==> src/rtl/pc_pkg.sv <==
// pc_pkg: shared types, default vectors and helpers
// for the IF-stage program-counter unit.
package pc_pkg;

    typedef enum logic [1:0] {
        BOOT,
        RUN,
        HALTED
    } pc_state_t;

    localparam logic [31:0] DEF_RESET_VEC = 32'h0000_0000;
    localparam logic [31:0] DEF_EXC_VEC   = 32'h0000_0080;

    // Widest PC the helper handles; callers resize.
    localparam int unsigned PC_MAX_W = 64;

    // Clear the low log2(instrBytes) bits of an address.
    function automatic logic [PC_MAX_W-1:0] pc_align(
        input logic [PC_MAX_W-1:0] addr,
        input int unsigned         instrBytes
    );
        return addr & ~(PC_MAX_W'(instrBytes) - PC_MAX_W'(1));
    endfunction

endpackage

==> src/rtl/pc_next_sel.sv <==
// pc_next_sel: priority mux choosing the next fetch
// address, pending-buffer updates and misalignment.
module pc_next_sel
    import pc_pkg::*;
#(
    parameter int unsigned      WIDTH       = 32,
    parameter logic [WIDTH-1:0] EXC_VEC     = WIDTH'(DEF_EXC_VEC),
    parameter int unsigned      INSTR_BYTES = 4
) (
    input  pc_state_t        state,
    input  logic [WIDTH-1:0] currPC,
    input  logic             pendValid,
    input  logic [WIDTH-1:0] pendPc,
    input  logic             stall,
    input  logic             redirectValid,
    input  logic [WIDTH-1:0] redirectTarget,
    input  logic             excValid,
    input  logic             halt,
    output logic [WIDTH-1:0] nextPc,
    output logic             pendLoad,
    output logic             pendClear,
    output logic [WIDTH-1:0] pendData,
    output logic             epcLoad,
    output logic             misFlag
);

    localparam logic [WIDTH-1:0] LOW_MASK = WIDTH'(INSTR_BYTES - 1);
    localparam logic [WIDTH-1:0] STEP     = WIDTH'(INSTR_BYTES);

    logic [WIDTH-1:0] alignedTgt;
    logic             tgtMis;

    assign alignedTgt = WIDTH'(pc_align(PC_MAX_W'(redirectTarget),
                                        INSTR_BYTES));
    assign tgtMis     = |(redirectTarget & LOW_MASK);
    assign pendData   = alignedTgt;

    // Priority selection of the next PC for the current state.
    always_comb begin
        nextPc    = currPC;
        pendLoad  = 1'b0;
        pendClear = 1'b0;
        epcLoad   = 1'b0;
        misFlag   = 1'b0;
        unique case (state)
            BOOT: begin
                nextPc = currPC;
            end
            RUN: begin
                if (excValid) begin
                    epcLoad   = 1'b1;
                    nextPc    = EXC_VEC;
                    pendClear = 1'b1;
                end else if (halt) begin
                    nextPc = currPC;
                end else if (redirectValid && !stall) begin
                    nextPc    = alignedTgt;
                    pendClear = 1'b1;
                    misFlag   = tgtMis;
                end else if (redirectValid) begin
                    pendLoad = 1'b1;
                    misFlag  = tgtMis;
                end else if (stall) begin
                    nextPc = currPC;
                end else if (pendValid) begin
                    nextPc    = pendPc;
                    pendClear = 1'b1;
                end else begin
                    nextPc = currPC + STEP;
                end
            end
            HALTED: begin
                if (excValid) begin
                    epcLoad   = 1'b1;
                    nextPc    = EXC_VEC;
                    pendClear = 1'b1;
                end else if (redirectValid) begin
                    pendLoad = 1'b1;
                    misFlag  = tgtMis;
                end
            end
            default: begin
                nextPc = currPC;
            end
        endcase
    end

endmodule

==> src/rtl/pc_unit.sv <==
// pc_unit: IF-stage program counter with stall,
// redirect buffer, exception capture and halt.
module pc_unit
    import pc_pkg::*;
#(
    parameter int unsigned      WIDTH       = 32,
    parameter logic [WIDTH-1:0] RESET_VEC   = WIDTH'(DEF_RESET_VEC),
    parameter logic [WIDTH-1:0] EXC_VEC     = WIDTH'(DEF_EXC_VEC),
    parameter int unsigned      INSTR_BYTES = 4
) (
    input  logic             clock_in,
    input  logic             reset,
    input  logic             stall,
    input  logic             redirect_valid,
    input  logic [WIDTH-1:0] redirect_target,
    input  logic             exc_valid,
    input  logic             halt,
    input  logic             resume,
    output logic [WIDTH-1:0] currPC,
    output logic             fetch_valid,
    output logic [WIDTH-1:0] epc,
    output logic             misaligned
);

    pc_state_t        state;
    pc_state_t        nextState;
    logic             pendValid;
    logic [WIDTH-1:0] pendPc;
    logic [WIDTH-1:0] nextPc;
    logic             pendLoad;
    logic             pendClear;
    logic [WIDTH-1:0] pendData;
    logic             epcLoad;
    logic             misFlag;

    pc_next_sel #(
        .WIDTH      (WIDTH),
        .EXC_VEC    (EXC_VEC),
        .INSTR_BYTES(INSTR_BYTES)
    ) u_sel (
        .state         (state),
        .currPC        (currPC),
        .pendValid     (pendValid),
        .pendPc        (pendPc),
        .stall         (stall),
        .redirectValid (redirect_valid),
        .redirectTarget(redirect_target),
        .excValid      (exc_valid),
        .halt          (halt),
        .nextPc        (nextPc),
        .pendLoad      (pendLoad),
        .pendClear     (pendClear),
        .pendData      (pendData),
        .epcLoad       (epcLoad),
        .misFlag       (misFlag)
    );

    // Run-state transitions; an exception always lands in RUN.
    always_comb begin
        nextState = state;
        unique case (state)
            BOOT: begin
                nextState = RUN;
            end
            RUN: begin
                if (!exc_valid && halt) nextState = HALTED;
            end
            HALTED: begin
                if (exc_valid || resume) nextState = RUN;
            end
            default: begin
                nextState = BOOT;
            end
        endcase
    end

    // State register.
    always_ff @(posedge clock_in) begin
        if (reset) state <= BOOT;
        else       state <= nextState;
    end

    // PC, EPC, pending redirect and registered status outputs.
    always_ff @(posedge clock_in) begin
        if (reset) begin
            currPC      <= RESET_VEC;
            fetch_valid <= 1'b0;
            epc         <= '0;
            misaligned  <= 1'b0;
            pendValid   <= 1'b0;
            pendPc      <= '0;
        end else begin
            currPC      <= nextPc;
            fetch_valid <= (nextState == RUN);
            misaligned  <= misFlag;
            if (epcLoad) epc <= currPC;
            if (pendLoad) begin
                pendValid <= 1'b1;
                pendPc    <= pendData;
            end else if (pendClear) begin
                pendValid <= 1'b0;
            end
        end
    end

endmodule
==> config.mk <==
export PLATFORM = sky130hd
export DESIGN_NAME = pc_unit
export DESIGN_NICKNAME = d
export VERILOG_FILES = /design/src/rtl/pc_pkg.sv /design/src/rtl/pc_next_sel.sv /design/src/rtl/pc_unit.sv
export SDC_FILE = /design/constraint.sdc
export NUM_CORES = 1
export LEC_CHECK = 0
export BUFFER_PORTS_ARGS = -buffer_cell sky130_fd_sc_hd__buf_2
export CORE_MARGIN = 1
export CORE_UTILIZATION = 30
export CTS_CLUSTER_DIAMETER = 50
export DETAILED_ROUTE_END_ITERATION = 8
export GPL_TIMING_DRIVEN = 0
export PLACE_DENSITY_LB_ADDON = 0.25
export SYNTH_ARGS = -nofsm -noshare
export SYNTH_HDL_FRONTEND = slang
export SYNTH_SLANG_ARGS = --single-unit
==> constraint.sdc <==
create_clock -name clock_in -period 3.01 [get_ports clock_in]
set_input_delay 0.301 -clock clock_in [delete_from_list [all_inputs] [get_ports clock_in]]
set_output_delay 0.301 -clock clock_in [all_outputs]
set_load 0.005 [all_outputs]
==> flow_summary.yaml <==
status:
  status: "finished clean"
place:
  dpl_cell_area_um2: 5600
  port_buffers: 99
  gp_congestion: 0.894
  dp_hpwl_mm: 12.2
  post-place-ws_ns: 0.731
  dp.cells: 912
floorplan:
  die_x_um: 129
  dieHeight_um: 129
  rows: 46
  initial_core_util_pct: 30.6
  dieArea_um2: 16600
  io_pins: 105
  core_area_um2: 15800
sta:
  setup_violations: 0
  slew_headroom_pct: 35.9
  fin_setup_tns_ns: 0
  fin_skew_ns: 0.00722
  tightest_slew_ns: 0.954
  slew_violations: 0
  fin_crit_ns: 2.39
  timing.final.crit_share_pct: 79.4
  hold_viol_final: 0
  rsz0062_at_grt: "no"
  max_freq_mhz: 418
  holdWs_ns: 0.202
  setup_ws_ns: 0.619
cells_and_area:
  fin_area_um2: 5900
  drive_gt1_share_pct: 21.9
  final_nets: 751
  diodes: 0
  area_growth_pct: 22.3
  fin_cells: 928
synth:
  syn_inst: 594
  synthDistinctLibCells: 70
  yosysTopAreaCellShare_pct: 39.4
  yosys_warnings: 0
  synth_top_area_cell: "dfxtp_1"
  synth-edff-count: 0
  ys_top_cells_by_area: "dfxtp_1 39%, nand2_1 8.5%, mux2i_1 7.1%"
  synth_seq_area_share_pct: 39.4
  yosysMostFrequentCell: "nand2_1"
  syn_area_um2: 4830
  synthTopCellsByCount: "109 x nand2_1, 95 x dfxtp_1, 52 x nor2_1"
  async_reset_ff_share_pct: 0
  synth-seq-cells: 95
  synth_area_per_cell_um2: 8.13
  synth_top_flop_cell: "dfxtp_1"
power:
  ir_drop_mv: 0.283
  p_leak_nw: 2.56
  powerDensity_nw_per_um2: 461
clocking:
  tritoncts: "done"
  holdBufCountCts: 0
  clkSinkCount: 95
  post-cts-setup-buffers: 0
  clkTransAtPathRegs_ns: 0.07
  cts_resized: 0
  clockBufferDepth: 2
  h-tree-depth: 3
  clk_latency_ns: 0.36
  cts_root_buf: "clkbuf_16"
  cts_buffers: 9
hold_path:
  hold_class: "primary input to flip-flop"
  holdCritStartpoint: "redirect_target[9]"
global_route:
  grt_pass1_wl_mm: 25.3
  overflow: 0
  grt_pass1_vias: 4568
  grt_max_degree: 17
  antenna_found_initial: 0
  gr-usage-all-layers_pct: 20.1
setup_path:
  crit_path_start_kind: "flip-flop"
  arrival_ns: 2.69
  cp.required_ns: 3.31
  cp_max_fo: 10
  cp-startpoint: "state[0]$_SDFF_PP0_"
  crit_type: "flip-flop to flip-flop"
  endpoint_kind: "flip-flop"
  reg2reg_from: "state[0]$_SDFF_PP0_"
route:
  vias_per_cell: 5.15
  drtIter0Drc: 529
  drc: 0
  vias: 4780
  drt_first_pass_iters: 4
  wl_per_cell_um: 17.7
  wirelength_mm: 16.4
  antenna_left: 0
job:
  drv_cap: 0
## routing by layer
metal  wire length (µm)  GRT usage [%]  vias up  part of all wire, %
met5                  0              0        -                    0
met4                605           10.5        0                  3.7
met3                891           3.83       34                  5.4
met2               7640           32.4      149                   47
met1               7280           25.6     2280                   44
li1                   -              -     2317                    -
## final timing paths
| path | to | slack (ns) | cells past startpoint |
|---|---|---|---|
| max reg2reg | currPC[13]$_SDFFE_PP0P_ | 0.62 | 8 |
| max | currPC[13]$_SDFFE_PP0P_ | 0.62 | 8 |
| min reg2reg | epc[8]$_SDFFE_PP0P_ | 0.45 | 2 |
| min | pendPc[9]$_SDFFE_PP0P_ | 0.20 | 3 |
## where the power goes
group,internal [W],switching [W],total [W]
clock,0.000646,0.000538,0.00118
sequential,0.00127,0.0000133,0.00128
combinational,0.0000843,0.000171,0.000255
total,0.00200,0.000722,0.00272
## final cells by class
type,count,area (µm²)
fill,1705,9870
multi-input combinational,445,2660
sequential,95,1900
timing repair buffer,99,495
tap,216,270
buffer,45,228
clock buffer,9,225
clock inverter,7,72.6
inverter,12,45.0
## sequential cells by signal, indices dropped and copies added, names as in the netlist
name         flops
pendValid        1
epc             30
state            2
fetch_valid      1
misaligned       1
pendPc          30
currPC          30
## through the flow
step | power (W) | utilization, %
after detailed placement | 0.00156 | 35.5
after floorplan | 0.00145 | -
after global placement | 0.00156 | 35.5
after CTS | 0.00274 | 37.4
after global routing | 0.00281 | 37.4
final | 0.00272 | 37.4
## logic make-up after synthesis
kind of cell | synth area share, %
simple gates | 25.5
compound gates | 18.4
flops | 39.4
buf+inv | 5.65
mux | 7.28
xor+xnor | 2.36
fa+ha+maj | 1.30
other cells | 0.0777
## layout by cell type, fill, tap and decap left out, types with 10 or more instances in the layout
master,synthesis,routed
nand3_1,27,27
buf_2,14,113
o21ai_0,22,22
clkbuf_1,17,17
inv_1,12,12
nor2_1,52,52
nand2_1,109,109
a21oi_1,50,50
nand4_1,10,10
dfxtp_1,95,95
mux2i_1,34,34
## worst max-delay path: stages, from the launching register on
cell and delay, ns:
dfxtp_1 0.39, inv_1 0.09, ha_1 0.25, buf_6 0.16, o22ai_2 0.29, clkbuf_1 0.50, nand2_1 0.34, o31ai_1 0.16
a22o_1 0.15
Note: power is estimated with default switching activity, not from simulation.
